[src/rtl/mdu_pkg.sv]
// Shared types and constants for the iterative multiply/divide unit.
// Contents: FSM state encoding, operation encoding, default operand width and iteration count.
// Configuration macro used by the unit: MDU_UNSIGNED_EN (adds MULTU/DIVU support).
package mdu_pkg;

    localparam int MDU_WIDTH = 32;
    // One shift-add / shift-subtract iteration per operand bit.
    localparam int MDU_ITER  = MDU_WIDTH;

    typedef enum logic [1:0] {
        IDLE = 2'd0,
        RUN  = 2'd1,
        FIX  = 2'd2,
        DONE = 2'd3
    } mdu_state_t;

    typedef enum logic {
        OP_MULT = 1'b0,
        OP_DIV  = 1'b1
    } mdu_op_t;

endpackage

[src/rtl/mdu_abs_neg.sv]
// Conditional two's-complement negate; yields |x| when neg is the sign bit, or -x on request.
// Ports: din (W bits), neg (1 = negate), dout (W bits). Purely combinational.
// Used for operand magnitudes at accept and for the sign fix-up of results.
module mdu_abs_neg #(
    parameter int W = 32
) (
    input  logic [W-1:0] din,
    input  logic         neg,
    output logic [W-1:0] dout
);

    assign dout = neg ? (~din + W'(1)) : din;

endmodule

[src/rtl/mult_div_unit.sv]
// Iterative MULT/DIV unit holding HI/LO; done pulses WIDTH+2 cycles after an accepted start
// (1 cycle for divide-by-zero). busy is high in RUN/FIX and starts seen while busy or in DONE are dropped.
// Ports: clk, reset_n, start_mult, start_div, [op_unsigned], a_in, b_in -> busy, done, div_zero, hi_out, lo_out.
// Macro MDU_UNSIGNED_EN adds the op_unsigned port for MULTU/DIVU; without it every op is signed.
module mult_div_unit
    import mdu_pkg::*;
#(
    parameter int WIDTH = MDU_WIDTH
) (
    input  logic             clk,
    input  logic             reset_n,
    input  logic             start_mult,
    input  logic             start_div,
`ifdef MDU_UNSIGNED_EN
    input  logic             op_unsigned,
`endif
    input  logic [WIDTH-1:0] a_in,
    input  logic [WIDTH-1:0] b_in,
    output logic             busy,
    output logic             done,
    output logic             div_zero,
    output logic [WIDTH-1:0] hi_out,
    output logic [WIDTH-1:0] lo_out
);

    localparam int CNT_W = $clog2(WIDTH) + 1;

    mdu_state_t         state, state_nxt;
    mdu_op_t            op_q, op_sel;
    logic               neg_res_q;      // sign(a) ^ sign(b): product / quotient sign
    logic               neg_rem_q;      // sign(a): remainder sign
    logic [WIDTH-1:0]   opnd_q;         // |multiplicand| or |divisor|
    logic [2*WIDTH-1:0] acc_q;          // mult: {partial product, multiplier}; div: low half = dividend -> quotient
    logic [WIDTH:0]     rem_q;          // restoring-division partial remainder
    logic [CNT_W-1:0]   cnt_q;

    logic               is_signed, a_neg, b_neg, accept, dz;
    logic [WIDTH-1:0]   abs_a, abs_b, quot_fix, rem_fix;
    logic [2*WIDTH-1:0] prod_fix, mult_nxt;
    logic [WIDTH:0]     mult_sum;
    logic [WIDTH+1:0]   div_shift, div_dvsr;
    logic               div_take;

`ifdef MDU_UNSIGNED_EN
    assign is_signed = ~op_unsigned;
`else
    assign is_signed = 1'b1;
`endif

    assign a_neg  = is_signed & a_in[WIDTH-1];
    assign b_neg  = is_signed & b_in[WIDTH-1];
    assign op_sel = start_mult ? OP_MULT : OP_DIV;   // simultaneous starts: mult wins
    assign accept = (state == IDLE) && (start_mult || start_div);
    assign dz     = (op_sel == OP_DIV) && (b_in == '0);

    mdu_abs_neg #(.W(WIDTH))   u_abs_a (.din(a_in),              .neg(a_neg),     .dout(abs_a));
    mdu_abs_neg #(.W(WIDTH))   u_abs_b (.din(b_in),              .neg(b_neg),     .dout(abs_b));
    mdu_abs_neg #(.W(2*WIDTH)) u_fix_p (.din(acc_q),             .neg(neg_res_q), .dout(prod_fix));
    mdu_abs_neg #(.W(WIDTH))   u_fix_q (.din(acc_q[WIDTH-1:0]),  .neg(neg_res_q), .dout(quot_fix));
    mdu_abs_neg #(.W(WIDTH))   u_fix_r (.din(rem_q[WIDTH-1:0]),  .neg(neg_rem_q), .dout(rem_fix));

    // Shift-add step: add multiplicand into the upper half when the multiplier LSB is set, then shift right.
    assign mult_sum = {1'b0, acc_q[2*WIDTH-1:WIDTH]} + (acc_q[0] ? {1'b0, opnd_q} : '0);
    assign mult_nxt = {mult_sum, acc_q[WIDTH-1:1]};

    // Restoring step: bring in the next dividend bit, subtract the divisor if it fits.
    assign div_shift = {rem_q, acc_q[WIDTH-1]};
    assign div_dvsr  = {2'b00, opnd_q};
    assign div_take  = (div_shift >= div_dvsr);

    always_comb begin
        state_nxt = state;
        busy      = 1'b0;
        done      = 1'b0;
        case (state)
            IDLE: if (accept) state_nxt = dz ? DONE : RUN;
            RUN: begin
                busy = 1'b1;
                if (cnt_q == CNT_W'(WIDTH - 1)) state_nxt = FIX;
            end
            FIX: begin
                busy      = 1'b1;
                state_nxt = DONE;
            end
            DONE: begin
                done      = 1'b1;
                state_nxt = IDLE;
            end
            default: state_nxt = IDLE;
        endcase
    end

    always_ff @(posedge clk or negedge reset_n) begin
        if (!reset_n) begin
            state     <= IDLE;
            op_q      <= OP_MULT;
            neg_res_q <= 1'b0;
            neg_rem_q <= 1'b0;
            opnd_q    <= '0;
            acc_q     <= '0;
            rem_q     <= '0;
            cnt_q     <= '0;
            div_zero  <= 1'b0;
            hi_out    <= '0;
            lo_out    <= '0;
        end else begin
            state <= state_nxt;
            case (state)
                IDLE: if (accept) begin
                    op_q      <= op_sel;
                    neg_res_q <= a_neg ^ b_neg;
                    neg_rem_q <= a_neg;
                    cnt_q     <= '0;
                    rem_q     <= '0;
                    div_zero  <= dz;
                    if (op_sel == OP_MULT) begin
                        opnd_q <= abs_a;
                        acc_q  <= {{WIDTH{1'b0}}, abs_b};
                    end else begin
                        opnd_q <= abs_b;
                        acc_q  <= {{WIDTH{1'b0}}, abs_a};
                    end
                end
                RUN: begin
                    cnt_q <= cnt_q + CNT_W'(1);
                    if (op_q == OP_MULT) begin
                        acc_q <= mult_nxt;
                    end else begin
                        rem_q             <= div_take ? (WIDTH+1)'(div_shift - div_dvsr)
                                                      : div_shift[WIDTH:0];
                        acc_q[WIDTH-1:0]  <= {acc_q[WIDTH-2:0], div_take};
                    end
                end
                FIX: begin
                    if (op_q == OP_MULT) begin
                        hi_out <= prod_fix[2*WIDTH-1:WIDTH];
                        lo_out <= prod_fix[WIDTH-1:0];
                    end else begin
                        hi_out <= rem_fix;
                        lo_out <= quot_fix;
                    end
                end
                default: ;
            endcase
        end
    end

endmodule

[config.mk]
export PLATFORM = sky130hd
export DESIGN_NAME = mult_div_unit
export DESIGN_NICKNAME = d
export VERILOG_FILES = /design/src/rtl/mdu_pkg.sv /design/src/rtl/mdu_abs_neg.sv /design/src/rtl/mult_div_unit.sv
export SDC_FILE = /design/constraint.sdc
export NUM_CORES = 1
export LEC_CHECK = 0
export BUFFER_PORTS_ARGS = -buffer_cell sky130_fd_sc_hd__buf_2
export CORE_MARGIN = 2
export CORE_UTILIZATION = 25
export CTS_BUF_LIST = sky130_fd_sc_hd__clkbuf_4
export DETAILED_ROUTE_END_ITERATION = 8
export GPL_ROUTABILITY_DRIVEN = 0
export SLEW_MARGIN = 20
export SYNTH_ARGS = -nofsm -noshare
export SYNTH_HDL_FRONTEND = slang
export SYNTH_HIERARCHICAL = 1
export SYNTH_SLANG_ARGS = --single-unit
[constraint.sdc]
create_clock -name clk -period 8.7 [get_ports clk]
set_input_delay 1.305 -clock clk [delete_from_list [all_inputs] [get_ports clk]]
set_output_delay 1.305 -clock clk [all_outputs]
set_load 0.02 [all_outputs]
After elaboration in Yosys (flattened, before gate mapping)
Cells that the tools add are included.
{"block": "totals", "regBits": 205, "wordCells": 74}
{"block": "op_classes", "n_addsub": 8, "order_cmp": 1, "n_eq_ne": 8, "muxes": 27, "n_bitwise": 6, "reduce_logical": 12}
{"op": "two-way mux 32 bit", "n": 11}
{"op": "adder 32 x 1 -> 32 bit, second input constant", "n": 4}
{"op": "two-way mux 64 bit", "n": 2}
{"op": "inverter 32 bit", "n": 4}
{"op": "case mux 64 bit (2 select lines)", "n": 1}
{"op": "two-way mux 33 bit", "n": 3}
{"op": "case mux 33 bit (2 select lines)", "n": 1}
{"op": "adder 64 x 1 -> 64 bit, second input constant", "n": 1}
{"op": "inverter 64 bit", "n": 1}
{"op": "greater-or-equal comparator 34 x 32 -> 1 bit", "n": 1}
{"op": "adder 32 x 32 -> 33 bit", "n": 1}
{"op": "subtractor 33 x 32 -> 33 bit", "n": 1}
{"op": "zero test 32 bit", "n": 1}
{"op": "case mux 6 bit (2 select lines)", "n": 1}
{"op": "inequality test 2 bit, second input constant", "n": 4}
{"op": "case mux 2 bit (4 select lines)", "n": 1}
{"op": "adder 6 x 1 -> 6 bit, second input constant", "n": 1}
{"op": "equality test 6 x 5 -> 1 bit, second input constant", "n": 1}
{"op": "two-way mux 2 bit", "n": 3}
{"op": "two-way mux 6 bit", "n": 1}
{"op": "AND reduction 2 bit", "n": 3}
{"op": "AND reduction 3 bit", "n": 2}
{"op": "equality test 2 bit, second input constant", "n": 2}
{"op": "two-way mux 1 bit", "n": 3}
{"op": "other kinds (7)", "n": 8}

Logic depth before layout (Yosys ltp)
Gate-level depths: netlist (run 1).
{"block": "depth", "ltp_word": 6, "ltp_mapped": 13, "depth_no_buf": 12}

By module
The synthesis (run 1) kept the hierarchy.
{"mod": "mult_div_unit", "n_inst": 1, "cells_each": 1495, "area_per_inst_um2": 13570.5}
{"mod": "mdu_abs_neg at u_abs_a ...", "n_inst": 4, "cells_each": 99, "area_per_inst_um2": 777.0}
{"mod": "mdu_abs_neg at u_fix_p", "n_inst": 1, "cells_each": 197, "area_per_inst_um2": 1530.2}

Least setup slack after synthesis (run 1)
OpenSTA, ideal clock, no wires.
{"block": "synth_timing", "path_type": "register -> register", "startpoint": "reg acc_q[0]", "endpoint": "reg acc_q[56]", "arrival_ns": 2.831, "setup_slack_ns": 5.748, "path_stages_with_launch": 13, "n_path_buf": 2, "synth_period_minus_slack_ns": 2.952, "cell_sequence": "dfrtp_1 -> clkbuf_1 -> and2_1 -> ha_1 -> buf_6 -> a21oi_4 -> o221ai_2 -> o211a_1 -> or3_4 -> o211ai_2 -> a21boi_1 -> or3_1 -> a32o_1"}
{"block": "synth_via", "elab_chain_len": 4}
{"element": "start, declared", "line_no": "mult_div_unit.sv:33", "source": "logic [2*WIDTH-1:0] acc_q;"}
{"element": "start signal, assigned", "line_no": "mult_div_unit.sv:118", "source": "acc_q <= {{WIDTH{1'b0}}, abs_b};"}
{"element": "start signal, assigned", "line_no": "mult_div_unit.sv:121", "source": "acc_q <= {{WIDTH{1'b0}}, abs_a};"}
{"element": "start signal, assigned", "line_no": "mult_div_unit.sv:127", "source": "acc_q <= mult_nxt;"}
{"element": "two-way mux 32 bit", "line_no": "mult_div_unit.sv:63", "source": "assign mult_sum = {1'b0, acc_q[2*WIDTH-1:WIDTH]} + (acc_q[0] ? {1'b0, opnd_q} : '0);"}
{"element": "adder 32 x 32 -> 33 bit", "line_no": "mult_div_unit.sv:63"}
{"element": "two-way mux 32 bit", "line_no": "mult_div_unit.sv:126", "source": "if (op_q == OP_MULT) begin"}
{"element": "case mux 64 bit (2 select lines)", "line_no": "mult_div_unit.sv:108", "source": "case (state)"}
Every way passes these cells. The select of a mux whose other input is x is not followed.
A chain may end at the register's enable or synchronous reset.

Worst setup path after layout (run 1)
{"block": "layout_timing", "startpoint": "reg acc_q[31]", "endpoint": "reg rem_q[12]"}
{"block": "layout_via", "elab_chain_len": 4}
{"element": "subtractor 33 x 32 -> 33 bit / greater-or-equal comparator 34 x 32 -> 1 bit (equally long branches)", "line_no": "mult_div_unit.sv:129, mult_div_unit.sv:69"}
{"element": "two-way mux 33 bit (*)", "line_no": "mult_div_unit.sv:129", "source": "rem_q <= div_take ? (WIDTH+1)'(div_shift - div_dvsr)"}
{"element": "two-way mux 33 bit (*)", "line_no": "mult_div_unit.sv:126"}
{"element": "case mux 33 bit (2 select lines) (*)", "line_no": "mult_div_unit.sv:108"}
{"element": "end signal, assigned", "line_no": "mult_div_unit.sv:129"}
{"element": "end, declared", "line_no": "mult_div_unit.sv:34", "source": "logic [WIDTH:0] rem_q;"}
Every way passes the cells marked *; elsewhere a longest branch is shown, timed or not. The select of a mux whose other input is x is not followed.

==> results.yml, run 1 <==
outcome:
  run_status: "complete, no violations"
floorplan:
  coreArea_um2: 71900
  pin_count: 135
  row_count: 98
  dieArea_um2: 75000
  die_w_um: 274
  start_util_pct: 25.3
  fp.dieH_um: 274
worst_setup_path:
  critPathRequiredTime_ns: 9.30
  crit_arrival_ns: 4.20
  critical-path-slowest-cell: "a21oi_4"
  cp-end-kind: "flip-flop"
  critical_path.cell_chain: "inv_1 -> ha_1 -> fa_1 -> nor2b_1 -> o31a_1 -> o31ai_2 -> a21boi_4 -> o21ai_2 -> a21oi_4 -> mux2i_1 -> o21ai_1"
  critical_path_class: "reg2reg"
  crit_family: "compound AO/OA/AOI/OAI gates"
  slowest_delay_ns: 0.84
  crit_buf_inv: 1
  worst_setup_path_start_kind: "flip-flop"
  crit_cells: 11
  reg2regPathDepth: 11
  crit_fanout: 23
timing:
  fin_crit_sh_pct: 41.4
  rsz0062_at_grt: "false"
  tns_ns: 0
  setup_violations: 0
  fin_crit_ns: 3.60
  fmaxAchievable_mhz: 278
  slew_viol_final: 0
  slew_headroom_pct: 30.4
  hold_viol: 0
  clock-skew-final_ns: 0.102
  worst_pin_slew_ns: 1.04
global_routing:
  antenna_found_initial: 6
  gr-total-overflow: 0
  grt_max_degree: 97
  grt.total_usage_pct: 15.2
  first_global_vias: 15300
  grt_pass1_wl_um: 90400
min_path:
  holdPathStages: 2
  min-delay-path-class: "reg2reg"
synthesis:
  syn_inst: 2088
  synth.distinct_cells: 92
  ys.warnings.count: 6
  yosysSeqAreaShare_pct: 28.2
  syn-num-nets: 2233
  ys_seq_elements: 205
  syn-cell-area_um2: 18200
  ys_async_sr_fraction_pct: 100
  synth-edff-count: 0
  syn_area_per_cell_um2: 8.72
  synth_ff_type: "dfrtp_1"
clock_tree:
  htree_levels: 2
  ctsResizeCount: 0
  cts_tree: "done"
  ctsRootBufferMaster: "clkbuf_4"
  clockBufferDepth: 3
  cts_hold_buffers: 0
  clk_pin_slew_ns: 0.07
  cts_sinks: 205
  cts_made_buffers: 61
  clock_latency_ns: 0.84
  cts_setup_buffers: 0
routing:
  avgRoutedWirePerCell_um: 18.2
  vias: 16500
  first_pass_iters: 5
  ant_nets: 0
  drt-vias-per-instance: 5.17
  drc: 0
  drt_wl_total_um: 58200
  drtIter0Drc: 1279
pwr:
  total_leakage_power_nw: 8.64
  total_power_mw: 7.18
  vdd_drop_max_uv: 174
  power.density_nw_per_um2: 350
layout:
  fillers: 7823
  fin_cells: 3190
  multiInputGateArea_um2: 12400
  seqCellArea_um2: 5130
  nets: 2336
  drive_gt1_share_pct: 15.1
  syn_to_final_growth_pct: 12.8
flow_run:
  cap_violations: 0
placed_design:
  dp_cells: 3078
  port_buffers: 134
  hpwlAfterDp_um: 44400
==> synth_stat cells (37+ instances only) <==
library cell / number / area, µm²
nand2_1: 227 / 852
clkbuf_1: 68 / 255
o31ai_1: 50 / 375
o21ai_0: 159 / 796
xnor2_1: 207 / 1810
a21oi_1: 130 / 651
nand3_1: 37 / 185
dfrtp_1: 205 / 5130
nor2_1: 109 / 409
mux2i_1: 182 / 1820
ha_1: 75 / 938
inv_1: 63 / 236
==> final timing paths <==
kind,slack [ns],to,from
max,5.10,rem_q[12],acc_q[31]
min,0.51,neg_res_q,neg_res_q
max reg2reg,5.10,rem_q[12],acc_q[31]
min reg2reg,0.51,neg_res_q,neg_res_q
max in group asynchronous,6.75,op_q,reset_n
min in group asynchronous,0.55,lo_out[22],reset_n
==> routing by layer <==
| metal | GRT usage, % | wire (µm) |
|---|---|---|
| met1 | 22.1 | 27100 |
| met5 | 0 | 36 |
| met2 | 22.9 | 25000 |
| met4 | 3.06 | 842 |
| met3 | 3.31 | 5190 |
==> through the flow <==
step	utilization, %	setup slack, ns	instance area, µm²	hold slack [ns]
after global placement	27.5	5.14	19700	0.468
after detailed placement	27.5	5.15	19800	0.501
after global routing	28.6	4.82	20500	0.522
after CTS	28.6	5.12	20500	0.492
final	28.6	5.10	20500	0.513
after floorplan	-	5.75	18200	0.463
==> tightest hold or removal path, stage by stage, from the launching register on <==
cell and delay (ns):
dfrtp_2 0.36, nand2_1 0.05, o21ai_0 0.07
==> where the power goes <==
part / switching (mW) / internal [mW] / leakage, nW
logic: 2.61 / 1.66 / 5.61
clock network: 0.475 / 0.480 / 0.457
registers: 0.630 / 1.33 / 2.57
==> flip-flops by register name (all words and copies together), names as in the netlist <==
register,cells
lo_out,32
cnt_q,6
acc_q,64
rem_q,33
opnd_q,32
neg_rem_q,1
state,2
div_zero,1
hi_out,32
op_q,1
neg_res_q,1
==> kinds of logic (layout without fill, tap and decap cells) <==
logic type	count (synthesis)	after routing	synth area share, %
AOI/OAI and AO/OA	590	590	22.4
xor gates and xnor gates	233	233	11.2
adders and majority gates	77	77	5.37
buffers and inverters	172	323	3.94
DFF	205	205	28.2
muxes	184	184	10.1
other	0	1	0
and+or+nand+nor	627	627	18.8
==> area by class of cell <==
class | instances | share of cell area (%)
diodes | 1 | 0.0122
inverters | 63 | 1.15
clock inverters | 27 | 0.731
multi-input cells | 1711 | 60.4
clock buffers | 84 | 3.07
well taps | 950 | 5.79
repair buffers | 149 | 3.89
flip-flops and latches | 205 | 25.0
==> layout by cell type, fill, tap and decap left out, types with 31 or more instances in the layout <==
| cell type | netlist | final |
|---|---|---|
| nand2_1 | 227 | 227 |
| xnor2_1 | 207 | 207 |
| dfrtp_1 | 205 | 203 |
| mux2i_1 | 182 | 182 |
| o21ai_0 | 159 | 159 |
| buf_2 | 7 | 132 |
| a21oi_1 | 130 | 130 |
| nor2_1 | 109 | 108 |
| clkbuf_4 | 0 | 84 |
| ha_1 | 75 | 74 |
| inv_1 | 63 | 63 |
| o31ai_1 | 50 | 50 |
| nand3_1 | 37 | 37 |
| o221ai_1 | 32 | 32 |
| and2_1 | 31 | 31 |
(Power assumes the default switching activity.)
==> run 2, diff against run 1 <==
clock period = 3.6 ns   (was 8.7 ns; I/O delays follow)
==> results.yml, run 2 (synthesized netlist as in run 1, its figures left out) <==
outcome:
  run_status: "complete, no violations"
timing:
  clock-skew-final_ns: 0.0724
  fmaxAchievable_mhz: 310
  rsz0062_at_grt: "false"
  fin_crit_ns: 3.23
  hold_viol: 0
  fin_crit_sh_pct: 89.7
  setup_violations: 0
  worst_pin_slew_ns: 0.959
  slew_viol_final: 0
  slew_headroom_pct: 36.1
  tns_ns: 0
layout:
  final_cell_mix: "nand2_1 (227), xnor2_1 (207), dfrtp_1 (203), mux2i_1 (182), o21ai_0 (159)"
  fin_area_um2: 21000
  reg.largest.list: "acc_q: 64 flops, rem_q: 33 flops"
  seqCellArea_um2: 5130
  regMostFlops: "acc_q"
  layout_commonest_cell: "nand2_1"
  nets: 2387
  drive_gt1_share_pct: 17.1
  syn_to_final_growth_pct: 15.2
  fillers: 7777
  largest_register_ffs: 64
  multiInputGateArea_um2: 12400
clock_tree:
  clock_latency_ns: 0.79
  cts_sinks: 205
  clockBufferDepth: 3
  cts_tree: "done"
  cts_setup_buffers: 0
  cts_made_buffers: 67
  ctsRootBufferMaster: "clkbuf_4"
  ctsResizeCount: 0
  htree_levels: 3
  clk_pin_slew_ns: 0.06
pwr:
  total_leakage_power_nw: 8.91
  power.density_nw_per_um2: 848
  vdd_drop_max_uv: 314
worst_setup_path:
  critical_path.cell_chain: "and2_1 -> ha_1 -> inv_1 -> fa_1 -> nand2b_1 -> a21o_1 -> a21oi_1 -> o22a_1 -> a21o_1 -> a21oi_1 -> o311ai_0 -> a22o_1"
  reg2reg_from: "acc_q[0]"
  crit_family: "compound AO/OA/AOI/OAI gates"
  reg2regPathDepth: 12
  slowest_delay_ns: 0.62
  cp-end-kind: "flip-flop"
  crit_arrival_ns: 3.91
  r2r_end: "acc_q[61]"
  worst_setup_path_start_kind: "flip-flop"
  critPathRequiredTime_ns: 4.28
  crit_buf_inv: 1
  crit_fanout: 16
  critical_path_class: "reg2reg"
  r2r_slack_ns: 0.37
  critical-path-slowest-cell: "dfrtp_1"
global_routing:
  grt.total_usage_pct: 15.6
  grt_pass1_wl_um: 92200
  first_global_vias: 15500
  grt_max_degree: 80
  gr-total-overflow: 0
  antenna_found_initial: 3
routing:
  drt_wl_total_um: 59400
  drtIter0Drc: 1149
  drc: 0
  ant_nets: 0
  avgRoutedWirePerCell_um: 18.3
  first_pass_iters: 7
  drt-vias-per-instance: 5.15
  vias: 16700
flow_run:
  cap_violations: 0
min_path:
  holdPathStages: 3
  min-delay-path-class: "in2reg"
  hold_start: "start_mult"
  min_delay_worst_endpoint: "cnt_q[1]"
placed_design:
  port_buffers: 134
  hpwlAfterDp_um: 46000
  placed_cell_area_um2: 20100
floorplan:
  pin_count: 135
  fp.dieH_um: 274
  dieArea_um2: 75000
  die_w_um: 274
  row_count: 98
  coreArea_um2: 71900
  start_util_pct: 25.3
-- run 2: worst max path at each step --
stage          cells past startpoint      from   endpoint
2_1_floorplan                     12  acc_q[0]  acc_q[56]
4_1_cts                           12  acc_q[0]  acc_q[61]
3_5_place_dp                      12  acc_q[0]  acc_q[61]
3_3_place_gp                      12  acc_q[0]  acc_q[61]
6_report                          12  acc_q[0]  acc_q[61]
5_1_grt                           12  acc_q[0]  acc_q[61]
-- run 2: what timing repair did --
item / 4_1_cts / 5_1_grt
setup endpoints to repair: 0 / 0
endpoints found under the hold margin: 61 / 0
hold buffers: 1 / 0
-- run 2: layout make-up --
class	count	area share [%]
antenna	2	0.0239
timing repair buffer	194	5.54
multi-input combinational	1711	59.1
sequential	205	24.5
tap	950	5.67
clock inverter	16	0.501
inverter	63	1.13
clock buffer	99	3.54
-- run 2: worst reg2reg max path: cells and delay by family, from the launching register on --
| kind | cells | cell delay (ns) |
|---|---|---|
| DFF | 1 | 0.62 |
| adders and majority gates | 2 | 0.57 |
| buffers and inverters | 1 | 0.07 |
| AOI/OAI and AO/OA | 7 | 1.54 |
| and+or+nand+nor | 2 | 0.38 |
-- run 2: through the flow --
step	hold WS [ns]	power, mW	utilization (%)	setup WS (ns)	cells
floorplan	0.244	11.9	-	0.648	2088
global placement	0.488	15.2	28.0	0.433	3122
detailed placement	0.497	15.3	28.0	0.390	3122
CTS	0.106	17.8	29.2	0.389	3238
global route	0.153	19.2	29.2	0.115	3240
finish	0.157	17.8	29.2	0.369	3240
-- run 2: power breakdown --
part	total (mW)	switching [mW]	leakage (nW)	internal, mW
Combinational	10.7	6.52	5.84	4.18
Sequential	4.61	1.38	2.57	3.23
Clock	2.48	1.15	0.498	1.33
-- run 2: metal layers --
layer | vias up | track usage [%] | wire length (µm)
met5 | - | 0 | 0
met4 | 0 | 3.35 | 950
met3 | 72 | 2.72 | 3990
met2 | 560 | 23.5 | 25800
met1 | 7997 | 23.0 | 28700
li1 | 8058 | - | -
